## config.mk

```make
export PLATFORM = sky130hd
export DESIGN_NAME = register_file_flat
export DESIGN_NICKNAME = d
export VERILOG_FILES = /design/src/rtl/riscv_pkg.sv /design/src/rtl/register_file_if.sv /design/src/rtl/register_n_bits.sv /design/src/rtl/register_file.sv /design/src/flat_wrapper.sv
export SDC_FILE = /design/constraint.sdc
export NUM_CORES = 2
export LEC_CHECK = 0
export ABC_AREA = 1
export BUFFER_PORTS_ARGS = -buffer_cell sky130_fd_sc_hd__clkbuf_2
export CAP_MARGIN = 25
export CORE_MARGIN = 8
export CORE_UTILIZATION = 60
export CTS_BUF_LIST = sky130_fd_sc_hd__clkbuf_16
export CTS_CLUSTER_SIZE = 28
export DETAILED_ROUTE_END_ITERATION = 8
export PLACE_DENSITY_LB_ADDON = 0.2
export SYNTH_ARGS = -nofsm -noshare
export SYNTH_HDL_FRONTEND = slang
export SYNTH_SLANG_ARGS = --single-unit
```

## constraint.sdc

```tcl
create_clock -name clk_i -period 2.2 [get_ports clk_i]
set_input_delay 0.33 -clock clk_i [delete_from_list [all_inputs] [get_ports clk_i]]
set_output_delay 0.33 -clock clk_i [all_outputs]
set_load 0.01 [all_outputs]
```

## src/rtl/riscv_pkg.sv

```systemverilog
// riscv_pkg: shared RV32I register-file constants and types
package riscv_pkg;
   localparam int REG_COUNT = 32;
   localparam int REG_ADDR_WIDTH = 5;
   localparam int XLEN = 32;
   localparam logic [REG_ADDR_WIDTH-1:0] ZERO_REG = 5'd0;
   typedef logic [REG_ADDR_WIDTH-1:0] reg_addr_t;
   typedef logic [XLEN-1:0] xlen_t;
endpackage

```

## src/rtl/register_file_if.sv

```systemverilog
// register_file_if: write port plus two read ports of the register file
interface register_file_if
   import riscv_pkg::*;
#(
   parameter int DATA_WIDTH = XLEN,
   parameter int ADDR_WIDTH = REG_ADDR_WIDTH
);
   logic                  write_enable_i;
   logic [ADDR_WIDTH-1:0] write_addr_i;
   logic [DATA_WIDTH-1:0] write_data_i;
   logic [ADDR_WIDTH-1:0] read_addr1_i;
   logic [ADDR_WIDTH-1:0] read_addr2_i;
   logic [DATA_WIDTH-1:0] read_data1_o;
   logic [DATA_WIDTH-1:0] read_data2_o;
   modport master (
      output write_enable_i, write_addr_i, write_data_i, read_addr1_i, read_addr2_i,
      input  read_data1_o, read_data2_o
   );
   modport slave (
      input  write_enable_i, write_addr_i, write_data_i, read_addr1_i, read_addr2_i,
      output read_data1_o, read_data2_o
   );
endinterface

```

## src/rtl/register_n_bits.sv

```systemverilog
// register_n_bits: enable-gated storage register with synchronous active-low clear
module register_n_bits #(
   parameter int DATA_WIDTH = 32
) (
   input  logic                  clk_i,
   input  logic                  rst_i,
   input  logic                  write_enable_i,
   input  logic [DATA_WIDTH-1:0] data_i,
   output logic [DATA_WIDTH-1:0] data_o
);
   logic [DATA_WIDTH-1:0] r_q;
   // clear wins over a pending write; otherwise load only when enabled
   always_ff @(posedge clk_i) begin
      if (!rst_i) r_q <= '0;
      else if (write_enable_i) r_q <= data_i;
   end
   assign data_o = r_q;
endmodule

```

## src/rtl/register_file.sv

```systemverilog
// register_file: 32-entry RV32I register file, two async reads, one sync write, x0 tied to zero
module register_file
   import riscv_pkg::*;
#(
   parameter int DATA_WIDTH = XLEN,
   parameter int ADDR_WIDTH = REG_ADDR_WIDTH,
   parameter int BYPASS_EN  = 0
) (
   input  logic clk_i,
   input  logic rst_i,
   register_file_if.slave bus
);
   localparam int N = 2 ** ADDR_WIDTH;
   localparam logic [ADDR_WIDTH-1:0] ZERO = ADDR_WIDTH'(ZERO_REG);
   logic [DATA_WIDTH-1:0] w_q [N];
   logic                  w_byp_ok;
   assign w_q[0] = '0;
   genvar g;
   generate
      for (g = 1; g < N; g++) begin : g_entry
         register_n_bits #(.DATA_WIDTH(DATA_WIDTH)) u_reg (
            .clk_i          (clk_i),
            .rst_i          (rst_i),
            .write_enable_i (bus.write_enable_i && (bus.write_addr_i == ADDR_WIDTH'(g))),
            .data_i         (bus.write_data_i),
            .data_o         (w_q[g])
         );
      end
   endgenerate
   assign w_byp_ok = (BYPASS_EN != 0) && rst_i && bus.write_enable_i && (bus.write_addr_i != ZERO);
   // x0 reads zero first, then write-first forwarding, then stored contents
   always_comb begin
      bus.read_data1_o = (bus.read_addr1_i == ZERO) ? '0 :
                         (w_byp_ok && bus.read_addr1_i == bus.write_addr_i) ? bus.write_data_i :
                         w_q[bus.read_addr1_i];
      bus.read_data2_o = (bus.read_addr2_i == ZERO) ? '0 :
                         (w_byp_ok && bus.read_addr2_i == bus.write_addr_i) ? bus.write_data_i :
                         w_q[bus.read_addr2_i];
   end
endmodule

```

## src/flat_wrapper.sv

```systemverilog
// flat-port wrapper written by rule: the top's interface ports become plain ports
module register_file_flat import riscv_pkg::*;
#(
   parameter int DATA_WIDTH = XLEN,
   parameter int ADDR_WIDTH = REG_ADDR_WIDTH,
   parameter int BYPASS_EN  = 0
)
  (clk_i, rst_i, bus_write_enable_i, bus_write_addr_i, bus_write_data_i, bus_read_addr1_i, bus_read_addr2_i, bus_read_data1_o, bus_read_data2_o);
  register_file_if #(.DATA_WIDTH(DATA_WIDTH), .ADDR_WIDTH(ADDR_WIDTH)) bus_i ();
  input  logic clk_i;
  input  logic rst_i;
  input wire logic [$bits(bus_i.write_enable_i)-1:0] bus_write_enable_i;
  input wire logic [$bits(bus_i.write_addr_i)-1:0] bus_write_addr_i;
  input wire logic [$bits(bus_i.write_data_i)-1:0] bus_write_data_i;
  input wire logic [$bits(bus_i.read_addr1_i)-1:0] bus_read_addr1_i;
  input wire logic [$bits(bus_i.read_addr2_i)-1:0] bus_read_addr2_i;
  output wire logic [$bits(bus_i.read_data1_o)-1:0] bus_read_data1_o;
  output wire logic [$bits(bus_i.read_data2_o)-1:0] bus_read_data2_o;
  assign bus_i.write_enable_i = bus_write_enable_i;
  assign bus_i.write_addr_i = bus_write_addr_i;
  assign bus_i.write_data_i = bus_write_data_i;
  assign bus_i.read_addr1_i = bus_read_addr1_i;
  assign bus_i.read_addr2_i = bus_read_addr2_i;
  assign bus_read_data1_o = bus_i.read_data1_o;
  assign bus_read_data2_o = bus_i.read_data2_o;
  register_file #(.DATA_WIDTH(DATA_WIDTH), .ADDR_WIDTH(ADDR_WIDTH), .BYPASS_EN(BYPASS_EN)) u_core (.clk_i(clk_i), .rst_i(rst_i), .bus(bus_i));
endmodule
```

==> results by group <==
Clocking
  – H-tree Lvls: 3
  – Clock latency on the worst-skew pair: 0.73 ns
  – Clock buffer depth: 3
  – # clock sinks: slightly below 1,000
  – CTS buffer count: about 110
  – Clock Pin Slew Worst Setup and Hold Paths: ~0.060 ns
  – CTS Root Cell: clkbuf_16
  – CTS tree: built

Logic synthesis
  – Largest family of logic cells by synthesized area: simple AND/OR/NAND/NOR gates
  – Mapped Area: 54,800 um2
  – Main synth FF type: dfxtp_1
  – FF+latch count, synth: 992
  – Post-synthesis async set-or-reset flop share: 0%
  – Syn Inst Count: around 8,900
  – Post-synthesis compound-gate area fraction: a little under a fifth
  – Syn. warnings: 0
  – Synthesized Nets: ~9,000
  – Post-synthesis simple-gate area fraction: ~32%
  – Yosys cell types: 26
  – Xor/xnor share of the synthesized area: 0%
  – Post-Synth Adder-Cell Area: 0%
  – Post-synthesis mux area share: 0%
  – EDFF count, synth: 0
  – Syn avg cell area: around 6 um2
  – Register area share after synthesis: between 30% and 40%

Power and ir drop
  – Combinational Power Share: 17.1%
  – Worst IR drop on VDD: around 0.00076 V
  – Sw Ratio: 29.4%
  – Seq pwr share: approximately 41%
  – PwrDens: slightly below 700 nW/um2
  – Internal: 31.7 mW
  – Switch Pwr: roughly 13 mW
  – Overall power: around 45 mW
  – Leakage: ~29 nW
  – Clock share of power: roughly 42%

Placement
  – RD Place Congestion: 0.955
  – Inst Count DP: between 9,000 and 10,000
  – Pre-CTS WS: -0.165 ns
  – # port buffers: around 110
  – HPWL Detailed: between 100,000 and 150,000 um
  – DP Area: 59,000 um2

Finish
  – Fin cells: 10,100
  – Design area: 66,300 um2
  – Fill cells: between 7,000 and 8,000
  – Final net count: approximately 9,000
  – Layout cells sized above 1: between 20 and 25%
  – Final core occ: 72.8%
  – P&R area growth vs syn: 21.0%
  – Max FFs per register: about 990

Worst setup path
  – CP Cell Sequence: inv_2 -> nand2_1 -> nand3_1 -> nand3_1 -> nand3_2 -> nand2_2 -> nand2_2 -> inv_2 -> buf_12 -> buf_12
  – Critical path buffers and inverters: 4
  – Arr. time, crit path: ~2 ns
  – Top Family by Delay on Critical Path: simple AND/OR/NAND/NOR gates
  – Setup crit start kind: register
  – Slowest stage delay, CP: about 0.32 ns
  – Slowest CP cell: dfxtp_2
  – CP Launch Point: u_core.g_entry[28].u_reg.data_o[18]
  – Worst Path Class, Setup: register to output port
  – Crit-path max FO: 3
  – Req. time, crit path: around 1.9 ns
  – RR Startpoint: u_core.g_entry[5].u_reg.data_o[9]
  – CP endpoint kind: output port

Global route
  – Largest net degree at the start of global routing: 170
  – All-Layer GR Usage: a little over two fifths
  – Global-route wire length before repair: 339,000 um
  – Grt total ovfl: 0
  – Initial antenna violation count: 11
  – Number of global-route vias before repair: 57,700

Floorplanning
  – Ports: around 110
  – Die area: between 100,000 and 150,000 um2
  – Die span in y: about 320 um
  – Core Region: slightly above 90,000 um2
  – Initial Util: between 60% and 70%
  – Cell Rows: roughly 110
  – DIE WIDTH: roughly 320 um

Timing
  – Slew Limit Fails: 0
  – Final hold violation count: 0
  – Hold Slack: between 0.1 and 0.15 ns
  – Clock Skew: 0 ns
  – RSZ-0062 raised after global routing: true
  – Fmax: between 400 and 500 MHz
  – Setup tns final: -0.730 ns
  – Final setup margin: -0.101 ns
  – Final setup viols: 21
  – Rel. slew slack: between 40 and 50%
  – Final Critical Period: 2.30 ns
  – Worst-margin pin slew: between 0.8 and 0.9 ns
  – Period utilisation layout: 105%

Detailed routing
  – Vias per inst: 6.36
  – Pre-antenna DRT Iters: 7
  – Detailed router's first-iteration violation count: roughly 11,000
  – Routed WL per cell: about 23 um
  – Number of routed nets with antenna violations: 0
  – DRC Markers: 0
  – Final wirelength: about 230,000 um
  – Via total after detailed routing: 64,400

Outcome
  – Failing checks: setup timing
  – Outcome: finished, violations left

Worst hold path
  – Min-Delay Path Class: input pin to register
  – Hold_sp: bus_write_addr_i[2]

Job
  – Max Cap Viol: 0
[cells by family (layout without fill, tap and decap cells)]
logic type / after synthesis / after routing
and+or+nand+nor: 4138 / 4138
AOI/OAI and AO/OA: 2031 / 2031
buffers and inverters: 1788 / 1753
DFF: 992 / 992
other: 0 / 10
[power by group through the flow]
stage                     Combinational [mW]  Sequential [mW]  Clock [mW]
after floorplan                         3.82             18.6           0
after detailed placement                6.52             18.7           0
after global placement                  6.44             18.7           0
after global routing                    8.03             18.3        19.5
after CTS                               6.79             18.3        18.8
final                                   7.66             18.3        18.8
[placed cells by master, fill, tap and decap left out, types with 162 or more instances in the layout]
| cell | synthesis | layout |
|---|---|---|
| nand2_1 | 2371 | 2143 |
| nand3_1 | 1575 | 1317 |
| a21oi_1 | 975 | 956 |
| o21ai_0 | 976 | 926 |
| dfxtp_1 | 992 | 651 |
| inv_1 | 960 | 586 |
| inv_2 | 6 | 389 |
| dfxtp_2 | 0 | 341 |
| buf_4 | 4 | 287 |
| nand3_2 | 4 | 255 |
| nand2_2 | 6 | 199 |
| buf_12 | 0 | 162 |
[final cells by class]
| class | instances | area (um2) | share of cell area [%] |
|---|---|---|---|
| sequential | 992 | 20300 | 30.6 |
| clock inverter | 87 | 756 | 1.14 |
| multi-input combinational | 6169 | 30200 | 45.6 |
| tap | 1186 | 1480 | 2.24 |
| antenna | 10 | 25.0 | 0.0377 |
| clock buffer | 114 | 2850 | 4.30 |
| inverter | 969 | 3720 | 5.61 |
| timing repair buffer | 583 | 6970 | 10.5 |
[final timing paths]
check                           slack, ns  cells past startpoint                                  to
worst max register to register       0.03                     15   u_core.g_entry[5].u_reg.data_o[9]
worst min register to register       0.45                      2  u_core.g_entry[23].u_reg.data_o[3]
worst max-delay path                -0.10                     10                bus_read_data2_o[18]
worst min-delay path                 0.11                      5  u_core.g_entry[5].u_reg.data_o[21]
[synthesized netlist by cell type (3+ instances only)]
cell type | number | area share [%]
inv_2 | 6 | 0.041
o21ai_1 | 12 | 0.11
clkbuf_1 | 555 | 3.8
nand4_1 | 7 | 0.080
buf_2 | 174 | 1.6
buf_6 | 5 | 0.10
o211ai_1 | 36 | 0.49
o21ai_0 | 976 | 8.9
a211oi_1 | 32 | 0.44
clkinv_1 | 3 | 0.021
inv_1 | 960 | 6.6
nor2_2 | 5 | 0.057
dfxtp_1 | 992 | 36
nor2_1 | 165 | 1.1
nand2_2 | 6 | 0.069
nand3_2 | 4 | 0.073
buf_4 | 4 | 0.055
nand3_1 | 1575 | 14
nand2_1 | 2371 | 16
a21oi_1 | 975 | 8.9
buf_1 | 81 | 0.55
[what timing repair did]
action,4_1_cts,5_1_grt
cloned,3,5
setup endpoints to repair,53,65
hold buffers,1,0
setup buffers,24,30
hold endpoints to repair,18,0
pin swaps,144,350
resized for setup,425,1053
[worst register-to-register path, delay by kind of cell (launching register included)]
family	cells	cell delay, ns
buf+inv	14	1.61
flops	1	0.35
compound gates	1	0.14
[layer usage]
layer  track usage (%)  up-vias  wire (um)  share of wire, %
met1              52.1    29000      80400                35
met3              12.1     1314      36400                16
met5                 0        -         22            0.0095
met2              63.2     5206      95500                41
li1                  -    28800          -                 -
met4              28.3        4      19200               8.3
Power figures use the tool's default switching activity.
